==> config.mk <==
export PLATFORM = sky130hd
export DESIGN_NAME = max_test3
export DESIGN_NICKNAME = d
export VERILOG_FILES = /design/src/rtl/max_test3_pkg.sv /design/src/rtl/max_test3_cmp.sv /design/src/rtl/max_test3.sv
export SDC_FILE = /design/constraint.sdc
export NUM_CORES = 1
export LEC_CHECK = 0
export CAP_MARGIN = 20
export CORE_ASPECT_RATIO = 0.9
export CORE_MARGIN = 3
export CORE_UTILIZATION = 25
export CTS_CLUSTER_SIZE = 25
export DETAILED_ROUTE_END_ITERATION = 8
export GPL_TIMING_DRIVEN = 0
export MAX_ROUTING_LAYER = met4
export PLACE_DENSITY = 0.49
export SLEW_MARGIN = 10
export SYNTH_ARGS = -nofsm -noshare
export SYNTH_HDL_FRONTEND = slang
export SYNTH_SLANG_ARGS = --single-unit
==> constraint.sdc <==
create_clock -name ACLK -period 4.9 [get_ports ACLK]
set_input_delay 0.98 -clock ACLK [delete_from_list [all_inputs] [get_ports ACLK]]
set_output_delay 0.98 -clock ACLK [all_outputs]
set_load 0.005 [all_outputs]
==> src/rtl/max_test3_pkg.sv <==
// Shared types and default sizes for the max_test3 packet-maximum tracker.
// The optional beat-index output is enabled by defining MAX_TEST3_INDEX_EN.
package max_test3_pkg;

    localparam int DEF_STREAM_WIDTH = 32;
    localparam int DEF_CNT_WIDTH    = 16;

    typedef enum logic [0:0] {
        ST_IDLE  = 1'b0,
        ST_ACCUM = 1'b1
    } state_e;

endpackage

==> src/rtl/max_test3_cmp.sv <==
// Unsigned strict-greater compare-and-select: ties keep the current value.
module max_test3_cmp #(
    parameter int W = 32
) (
    input  logic [W-1:0] cur,
    input  logic [W-1:0] cand,
    output logic [W-1:0] sel_val,
    output logic         take
);

    assign take    = (cand > cur);
    assign sel_val = take ? cand : cur;

endmodule

==> src/rtl/max_test3.sv <==
// Per-packet maximum and length tracker on an always-ready AXI-Stream slave.
// Define MAX_TEST3_INDEX_EN to add max_idx, the beat index of the first maximum.
module max_test3
    import max_test3_pkg::*;
#(
    parameter int STREAM_WIDTH = DEF_STREAM_WIDTH,
    parameter int CNT_WIDTH    = DEF_CNT_WIDTH
) (
    input  logic                    ACLK,
    input  logic                    ARESET_n,
    output logic                    TREADY,
    input  logic [STREAM_WIDTH-1:0] TDATA,
    input  logic                    TLAST,
    input  logic                    TVALID,
    output logic [STREAM_WIDTH-1:0] max_out,
    output logic                    max_valid,
    output logic [CNT_WIDTH-1:0]    pkt_len
`ifdef MAX_TEST3_INDEX_EN
    ,
    output logic [CNT_WIDTH-1:0]    max_idx
`endif
);

    localparam logic [CNT_WIDTH-1:0] CNT_ONE = 1;
    localparam logic [CNT_WIDTH-1:0] CNT_MAX = '1;

    state_e                  state_q, state_d;
    logic                    tready_q;
    logic [STREAM_WIDTH-1:0] run_max_q, run_max_d;
    logic [CNT_WIDTH-1:0]    count_q, count_d;
    logic [STREAM_WIDTH-1:0] max_out_q, max_out_d;
    logic                    max_valid_q, max_valid_d;
    logic [CNT_WIDTH-1:0]    pkt_len_q, pkt_len_d;
`ifdef MAX_TEST3_INDEX_EN
    logic [CNT_WIDTH-1:0]    run_idx_q, run_idx_d;
    logic [CNT_WIDTH-1:0]    max_idx_q, max_idx_d;
`endif

    logic                    accept;
    logic                    take;
    logic [STREAM_WIDTH-1:0] sel_val;
    logic [CNT_WIDTH-1:0]    cnt_inc;

    assign accept  = TVALID & tready_q;
    assign cnt_inc = (count_q == CNT_MAX) ? count_q : count_q + CNT_ONE;

    max_test3_cmp #(.W(STREAM_WIDTH)) u_cmp (
        .cur     (run_max_q),
        .cand    (TDATA),
        .sel_val (sel_val),
        .take    (take)
    );

    always_comb begin
        state_d     = state_q;
        run_max_d   = run_max_q;
        count_d     = count_q;
        max_out_d   = max_out_q;
        pkt_len_d   = pkt_len_q;
        max_valid_d = 1'b0;
`ifdef MAX_TEST3_INDEX_EN
        run_idx_d   = run_idx_q;
        max_idx_d   = max_idx_q;
`endif
        if (accept) begin
            if (state_q == ST_IDLE) begin
                if (TLAST) begin
                    max_out_d = TDATA;
                    pkt_len_d = CNT_ONE;
`ifdef MAX_TEST3_INDEX_EN
                    max_idx_d = '0;
`endif
                end else begin
                    run_max_d = TDATA;
                    count_d   = CNT_ONE;
                    state_d   = ST_ACCUM;
`ifdef MAX_TEST3_INDEX_EN
                    run_idx_d = '0;
`endif
                end
            end else begin
                // The beat's zero-based index equals the count before it.
                count_d = cnt_inc;
                if (take) begin
                    run_max_d = TDATA;
`ifdef MAX_TEST3_INDEX_EN
                    run_idx_d = count_q;
`endif
                end
                if (TLAST) begin
                    max_out_d = sel_val;
                    pkt_len_d = cnt_inc;
                    state_d   = ST_IDLE;
`ifdef MAX_TEST3_INDEX_EN
                    max_idx_d = take ? count_q : run_idx_q;
`endif
                end
            end
            max_valid_d = TLAST;
        end
    end

    always_ff @(posedge ACLK or negedge ARESET_n) begin
        if (!ARESET_n) begin
            state_q     <= ST_IDLE;
            tready_q    <= 1'b0;
            run_max_q   <= '0;
            count_q     <= '0;
            max_out_q   <= '0;
            max_valid_q <= 1'b0;
            pkt_len_q   <= '0;
`ifdef MAX_TEST3_INDEX_EN
            run_idx_q   <= '0;
            max_idx_q   <= '0;
`endif
        end else begin
            state_q     <= state_d;
            tready_q    <= 1'b1;
            run_max_q   <= run_max_d;
            count_q     <= count_d;
            max_out_q   <= max_out_d;
            max_valid_q <= max_valid_d;
            pkt_len_q   <= pkt_len_d;
`ifdef MAX_TEST3_INDEX_EN
            run_idx_q   <= run_idx_d;
            max_idx_q   <= max_idx_d;
`endif
        end
    end

    assign TREADY    = tready_q;
    assign max_out   = max_out_q;
    assign max_valid = max_valid_q;
    assign pkt_len   = pkt_len_q;
`ifdef MAX_TEST3_INDEX_EN
    assign max_idx   = max_idx_q;
`endif

endmodule

Word-level counts from Yosys, hierarchy flattened --
Index checks and enable logic that the tools add are counted.
Storage, ports and cells: register bits after elaboration 99, input port bits 36, output and inout bits 50, logic and storage cells 28
Operators by class: add/subtract/negate cells 1, magnitude comparators 1, equality and inequality tests 2, multiplexer cells 14, bitwise operators 1, reduce and logical (&&, ||, !) cells 2
Operators with widths (count):
- $mux 32 | 6
- $mux 16 | 6
- $gt 32x32->1 | 1
- $add 16x1->16 const B | 1
- $eq 16x16->1 const B | 1
- $reduce_and 2->1 | 2
- $mux 1 | 2
- $ne 2x1->1 const B | 1
- $and 1x1->1 | 1

Longest topological paths before layout --
word-level depth 4, mapped depth 9, depth with buffers taken out 8

Cells and area by module --
Synthesis repeated with hierarchy kept, for this count alone.
Second synthesis, totals: cell total of the unflattened synthesis 569, area total of the unflattened synthesis 5838.1 sq um
Modules (own cells, without submodules):
- max_test3 | instances 1, cells an instance 419, area each 4614.4 sq um, seq. area each 2477.4 sq um
- max_test3_cmp | instances 1, cells an instance 150, area each 1223.7 sq um, seq. area each 0.0 sq um

Worst setup path after synthesis --
OpenSTA, ideal clock, no wires.
kind input to register, start input port TDATA[30], end register run_max_q[0], setup time 0.125 ns, arrival time 2.844 ns, data required time 4.775 ns, setup slack 1.931 ns, stages on the path 8, buffers on the path 1, path through ha_1 > a21oi_1 > nand2_1 > a221oi_1 > a22oi_2 > o21ai_2 > buf_6 > mux2_4
Between the ends: longest elaborated chain between the ends 3
RTL lines:
- start, declared | RTL line max_test3.sv:12 | input logic [STREAM_WIDTH-1:0] TDATA,
- $gt 32x32->1 | RTL line max_test3_cmp.sv:11 | assign take = (cand > cur);
- $mux 32 (2 in a row)
- end signal, assigned | RTL line max_test3.sv:119 | run_max_q <= run_max_d;
- end, declared | RTL line max_test3.sv:29 | logic [STREAM_WIDTH-1:0] run_max_q, run_max_d;
No other way between the ends. A chain may end at the register's enable or synchronous reset.

Worst setup path after layout --
start input port TDATA[27], end register run_max_q[4]
The elaborated chain is that of the path after synthesis.

==> flow_summary.html <==
<table>
<tr><th>Metric</th><th>Value</th></tr>
<tr><th colspan="2">CTS</th></tr>
<tr><td>Clock tree from TritonCTS</td><td>done</td></tr>
<tr><td>Source-to-sink clock delay at the later pin of the worst-skew pair</td><td>0.35 ns</td></tr>
<tr><td>Register clock-pin slew on the reported worst setup and hold paths</td><td>0.07 ns</td></tr>
<tr><td>TritonCTS Buffers</td><td>9</td></tr>
<tr><td>Max H-tree Level</td><td>3</td></tr>
<tr><td>Count of clock tree sinks</td><td>99</td></tr>
<tr><td>CTS hold repair buffers</td><td>0</td></tr>
<tr><td>Root buffer cell</td><td>sky130_fd_sc_hd__clkbuf_16</td></tr>
<tr><td>Number of gates given a new drive strength after cts</td><td>0</td></tr>
<tr><td>Number of buffers on the longest clock path</td><td>2</td></tr>
<tr><td>Post-CTS setup buffer count</td><td>0</td></tr>
<tr><th colspan="2">Logic synthesis</th></tr>
<tr><td>Count of flip-flops with a built-in enable after synthesis</td><td>0</td></tr>
<tr><td>Ys async rst share</td><td>100%</td></tr>
<tr><td>Fraction of the yosys area taken by sequential cells</td><td>45.1%</td></tr>
<tr><td>Cell area after synthesis</td><td>0.00550 mm2</td></tr>
<tr><td>Synthesized area divided by synthesized cell count</td><td>9.87 um2</td></tr>
<tr><td>Yosys reg bits</td><td>99</td></tr>
<tr><td>Top flip-flop cell by instance count after synthesis</td><td>sky130_fd_sc_hd__dfrtp_1</td></tr>
<tr><td>Gate Count Post-Synth</td><td>557</td></tr>
<tr><td>Unique masters post-synth</td><td>52</td></tr>
<tr><td>Net count of the mapped netlist</td><td>626</td></tr>
<tr><td>Warnings, synthesis</td><td>0</td></tr>
<tr><th colspan="2">Floorplan</th></tr>
<tr><td>Die outline area</td><td>0.0238 mm2</td></tr>
<tr><td>Chip Height</td><td>147 um</td></tr>
<tr><td>Starting utilization of the core area</td><td>25.9%</td></tr>
<tr><td>Site Rows</td><td>50</td></tr>
<tr><td>Number of top-level pins</td><td>86</td></tr>
<tr><td>Core Footprint</td><td>0.0212 mm2</td></tr>
<tr><td>Die span in x</td><td>162 um</td></tr>
<tr><th colspan="2">Critical path</th></tr>
<tr><td>Largest stage delay, worst path</td><td>0.47 ns</td></tr>
<tr><td>Crit path max fanout</td><td>10</td></tr>
<tr><td>Kind of critical path</td><td>primary input to flip-flop</td></tr>
<tr><td>Cell-by-cell trace of the critical path</td><td>clkdlybuf4s50_1, ha_1, a21oi_1, o21ai_0, a221oi_1, a22oi_2, o21ai_2, buf_6, mux2_4</td></tr>
<tr><td>Crit. End Element</td><td>flip-flop</td></tr>
<tr><td>CP max stage cell</td><td>sky130_fd_sc_hd__clkdlybuf4s50_1</td></tr>
<tr><td>Start of the worst register-to-register path</td><td>run_max_q[27]</td></tr>
<tr><td>Critical Path AT</td><td>3.71 ns</td></tr>
<tr><td>Source of the critical timing path</td><td>TDATA[27]</td></tr>
<tr><td>Worst setup SP type</td><td>primary input</td></tr>
<tr><td>Required time reported for the critical path endpoint</td><td>5.14 ns</td></tr>
<tr><th colspan="2">Pwr</th></tr>
<tr><td>IR Drop Worst-Case VDD</td><td>0.000174 V</td></tr>
<tr><td>Power per cell area</td><td>512 mW/mm2</td></tr>
<tr><td>Total leakage power</td><td>3.07 nW</td></tr>
<tr><th colspan="2">GRT</th></tr>
<tr><td>Residual overflow from global routing</td><td>0</td></tr>
<tr><td>Vias in the first global route</td><td>4698</td></tr>
<tr><td>Maximum number of pins on one net before global-route repair</td><td>67</td></tr>
<tr><td>Initial antenna violation count</td><td>0</td></tr>
<tr><td>Aggregate global-route resource usage</td><td>14.2%</td></tr>
<tr><td>Wire length of the first global-routing pass</td><td>25800 um</td></tr>
<tr><th colspan="2">STA</th></tr>
<tr><td>Worst relative slew slack</td><td>43.9%</td></tr>
<tr><td>Skew final</td><td>0.00634 ns</td></tr>
<tr><td>Final Setup Violations</td><td>0</td></tr>
<tr><td>Unrepaired setup endpoints after global routing</td><td>no</td></tr>
<tr><td>Portion of the clock cycle consumed by the worst path in the final layout</td><td>70.9%</td></tr>
<tr><td>Final critical-path required period</td><td>3.47 ns</td></tr>
<tr><td>FMAX</td><td>0.288 GHz</td></tr>
<tr><td>Total count of max-transition violations in the final report</td><td>0</td></tr>
<tr><td>Number of failing hold endpoints at the final stage</td><td>0</td></tr>
<tr><td>Transition time at the pin with the least slew margin</td><td>0.841 ns</td></tr>
<tr><td>Fin Hold WS</td><td>0.478 ns</td></tr>
<tr><th colspan="2">Route</th></tr>
<tr><td>Routed Antenna Nets</td><td>0</td></tr>
<tr><td>Wirelength, routed</td><td>15900 um</td></tr>
<tr><td>Number of DRC markers after the initial detailed-route iteration</td><td>261</td></tr>
<tr><td>Drt pass-1 iters</td><td>4</td></tr>
<tr><td>Ratio of routed vias to standard cells</td><td>4.88</td></tr>
<tr><td>Routed length per instance</td><td>16.8 um</td></tr>
<tr><td># DRC</td><td>0</td></tr>
<tr><td>Total via count after detailed routing</td><td>4610</td></tr>
<tr><th colspan="2">Cells and area</th></tr>
<tr><td>Utilization after layout</td><td>33.2%</td></tr>
<tr><td>Storage cell area</td><td>0.00248 mm2</td></tr>
<tr><td>Post-route cell area</td><td>0.00703 mm2</td></tr>
<tr><td>Ratio of cells with drive above 1 in the final layout</td><td>9.41%</td></tr>
<tr><td>Number of nets in the layout</td><td>723</td></tr>
<tr><td>Filler cells</td><td>2165</td></tr>
<tr><td>Number of antenna cells inserted</td><td>0</td></tr>
<tr><td>Area growth from synthesis to final layout</td><td>28.0%</td></tr>
<tr><td>Footprint of the multi-input gates</td><td>0.00272 mm2</td></tr>
<tr><th colspan="2">Place</th></tr>
<tr><td>Post-Place Cell Area</td><td>0.00673 mm2</td></tr>
<tr><td>Placed wire-length estimate</td><td>11700 um</td></tr>
<tr><td>Routability cong.</td><td>0.854</td></tr>
<tr><td>Input/output buffers</td><td>85</td></tr>
<tr><th colspan="2">Run</th></tr>
<tr><td>Max-capacitance violation count</td><td>0</td></tr>
<tr><th colspan="2">Worst hold path</th></tr>
<tr><td>Class of the tightest hold or removal check</td><td>flip-flop to flip-flop</td></tr>
<tr><td>Hold path start</td><td>max_out[6]</td></tr>
<tr><th colspan="2">Run status</th></tr>
<tr><td>Status</td><td>complete, no violations</td></tr>
</table>
final cells by class:
| class | instances | area share (%) |
|---|---|---|
| Multi-Input combinational cell | 385 | 38.7 |
| Timing Repair Buffer | 86 | 12.5 |
| Clock inverter | 3 | 0.285 |
| Inverter | 37 | 1.97 |
| Sequential cell | 99 | 35.2 |
| Tap cell | 286 | 5.09 |
| Buffer | 36 | 2.28 |
| Clock buffer | 13 | 3.98 |
metrics by stage:
stage               setup TNS (ns)  power (mW)  worst slack [ns]  std cells
floorplan                        0        2.22              1.93        557
global placement           -113.65        2.87             -1.16        928
detailed placement               0        2.90              1.09        929
CTS                              0        3.64              1.46        945
global route                     0        3.88              1.23        945
finish                           0        3.60              1.43        945
worst max-delay path, delay by kind of cell:
kind	cells	cell delay (ns)
fa+ha+maj	1	0.36
compound gates	5	1.33
buf+inv	2	0.72
mux	1	0.32
state kept, by name, indices dropped and copies added, names as in the netlist:
register	cells
max_out	32
run_max_q	32
count_q	16
pkt_len	16
TREADY	1
max_valid	1
state_q	1
logic make-up (layout without fill, tap and decap cells):
kind of cell             count (synthesis)  after routing  synth area share [%]
XOR/XNOR                                 8              8                  1.27
other                                    1              1                0.0682
AO/OA/AOI/OAI                          110            110                  13.2
adder cells (fa/ha/maj)                 33             33                  7.51
multiplexers                            36             36                  9.33
flip-flops                              99             99                  45.1
AND/OR/NAND/NOR                        197            197                  18.1
buffers and inverters                   73            175                  5.44
routing by layer:
layer / track usage [%] / wire length, um
met3: 2.33 / 745
met1: 20.0 / 7880
met5: - / 0
met2: 20.4 / 6870
met4: 5.33 / 385
layout by cell type, fill, tap and decap left out, types with 2 or more instances in the layout:
master,netlist,final
sky130_fd_sc_hd__o211ai_1,35,35
sky130_fd_sc_hd__nor3_1,5,5
sky130_fd_sc_hd__nor4_1,3,3
sky130_fd_sc_hd__o21ai_0,9,9
sky130_fd_sc_hd__and3_1,2,2
sky130_fd_sc_hd__dfrtp_1,99,99
sky130_fd_sc_hd__mux2i_1,4,4
sky130_fd_sc_hd__clkinvlp_4,0,2
sky130_fd_sc_hd__inv_1,35,35
sky130_fd_sc_hd__a211oi_1,2,2
sky130_fd_sc_hd__clkbuf_1,30,30
sky130_fd_sc_hd__buf_2,2,2
sky130_fd_sc_hd__clkbuf_16,0,9
sky130_fd_sc_hd__mux2_4,30,30
sky130_fd_sc_hd__nor2_1,14,14
sky130_fd_sc_hd__xor2_1,3,3
sky130_fd_sc_hd__xnor2_1,5,5
sky130_fd_sc_hd__ha_1,33,33
sky130_fd_sc_hd__nand2_1,71,71
sky130_fd_sc_hd__clkbuf_8,0,4
sky130_fd_sc_hd__mux2_1,2,2
sky130_fd_sc_hd__nand4_1,44,44
sky130_fd_sc_hd__a21oi_1,19,19
sky130_fd_sc_hd__nand3_1,44,44
sky130_fd_sc_hd__o21ai_1,25,25
sky130_fd_sc_hd__clkdlybuf4s50_1,0,84
sky130_fd_sc_hd__buf_6,3,4
sky130_fd_sc_hd__nor2b_1,4,4
sky130_fd_sc_hd__nand2b_1,3,3
sky130_fd_sc_hd__o31ai_1,5,5
worst paths after layout:
path                                end  slack [ns]  cells past startpoint
min reg2reg                  max_out[6]        0.48                      2
max                        run_max_q[4]        1.43                      9
min                          max_out[6]        0.48                      2
max in group asynchronous    count_q[4]        3.73                      2
max reg2reg                run_max_q[4]        2.14                      9
min in group asynchronous     max_valid        0.52                      1
report_power, final:
| group | internal [mW] | switching, mW |
|---|---|---|
| sequential | 1.12 | 0.236 |
| combinational | 0.774 | 0.753 |
| clock | 0.400 | 0.321 |
| total | 2.30 | 1.31 |
cells in the mapped netlist (all sizes together) (2+ instances only):
cell	instances	area, um2
a211oi	2	15.0
a21oi	19	95.1
a22oi	2	20.0
and3	2	12.5
buf	6	47.5
clkbuf	30	113
dfrtp	99	2480
ha	33	413
inv	36	135
mux2	32	473
mux2i	4	40.0
nand2	71	267
nand2b	3	18.8
nand3	44	220
nand4	45	288
nor2	14	52.6
nor2b	4	25.0
nor3	5	25.0
nor4	5	52.6
o211ai	35	263
o21ai	35	179
o31ai	5	37.5
xnor2	5	43.8
xor2	3	26.3
(Power assumes the default switching activity.)
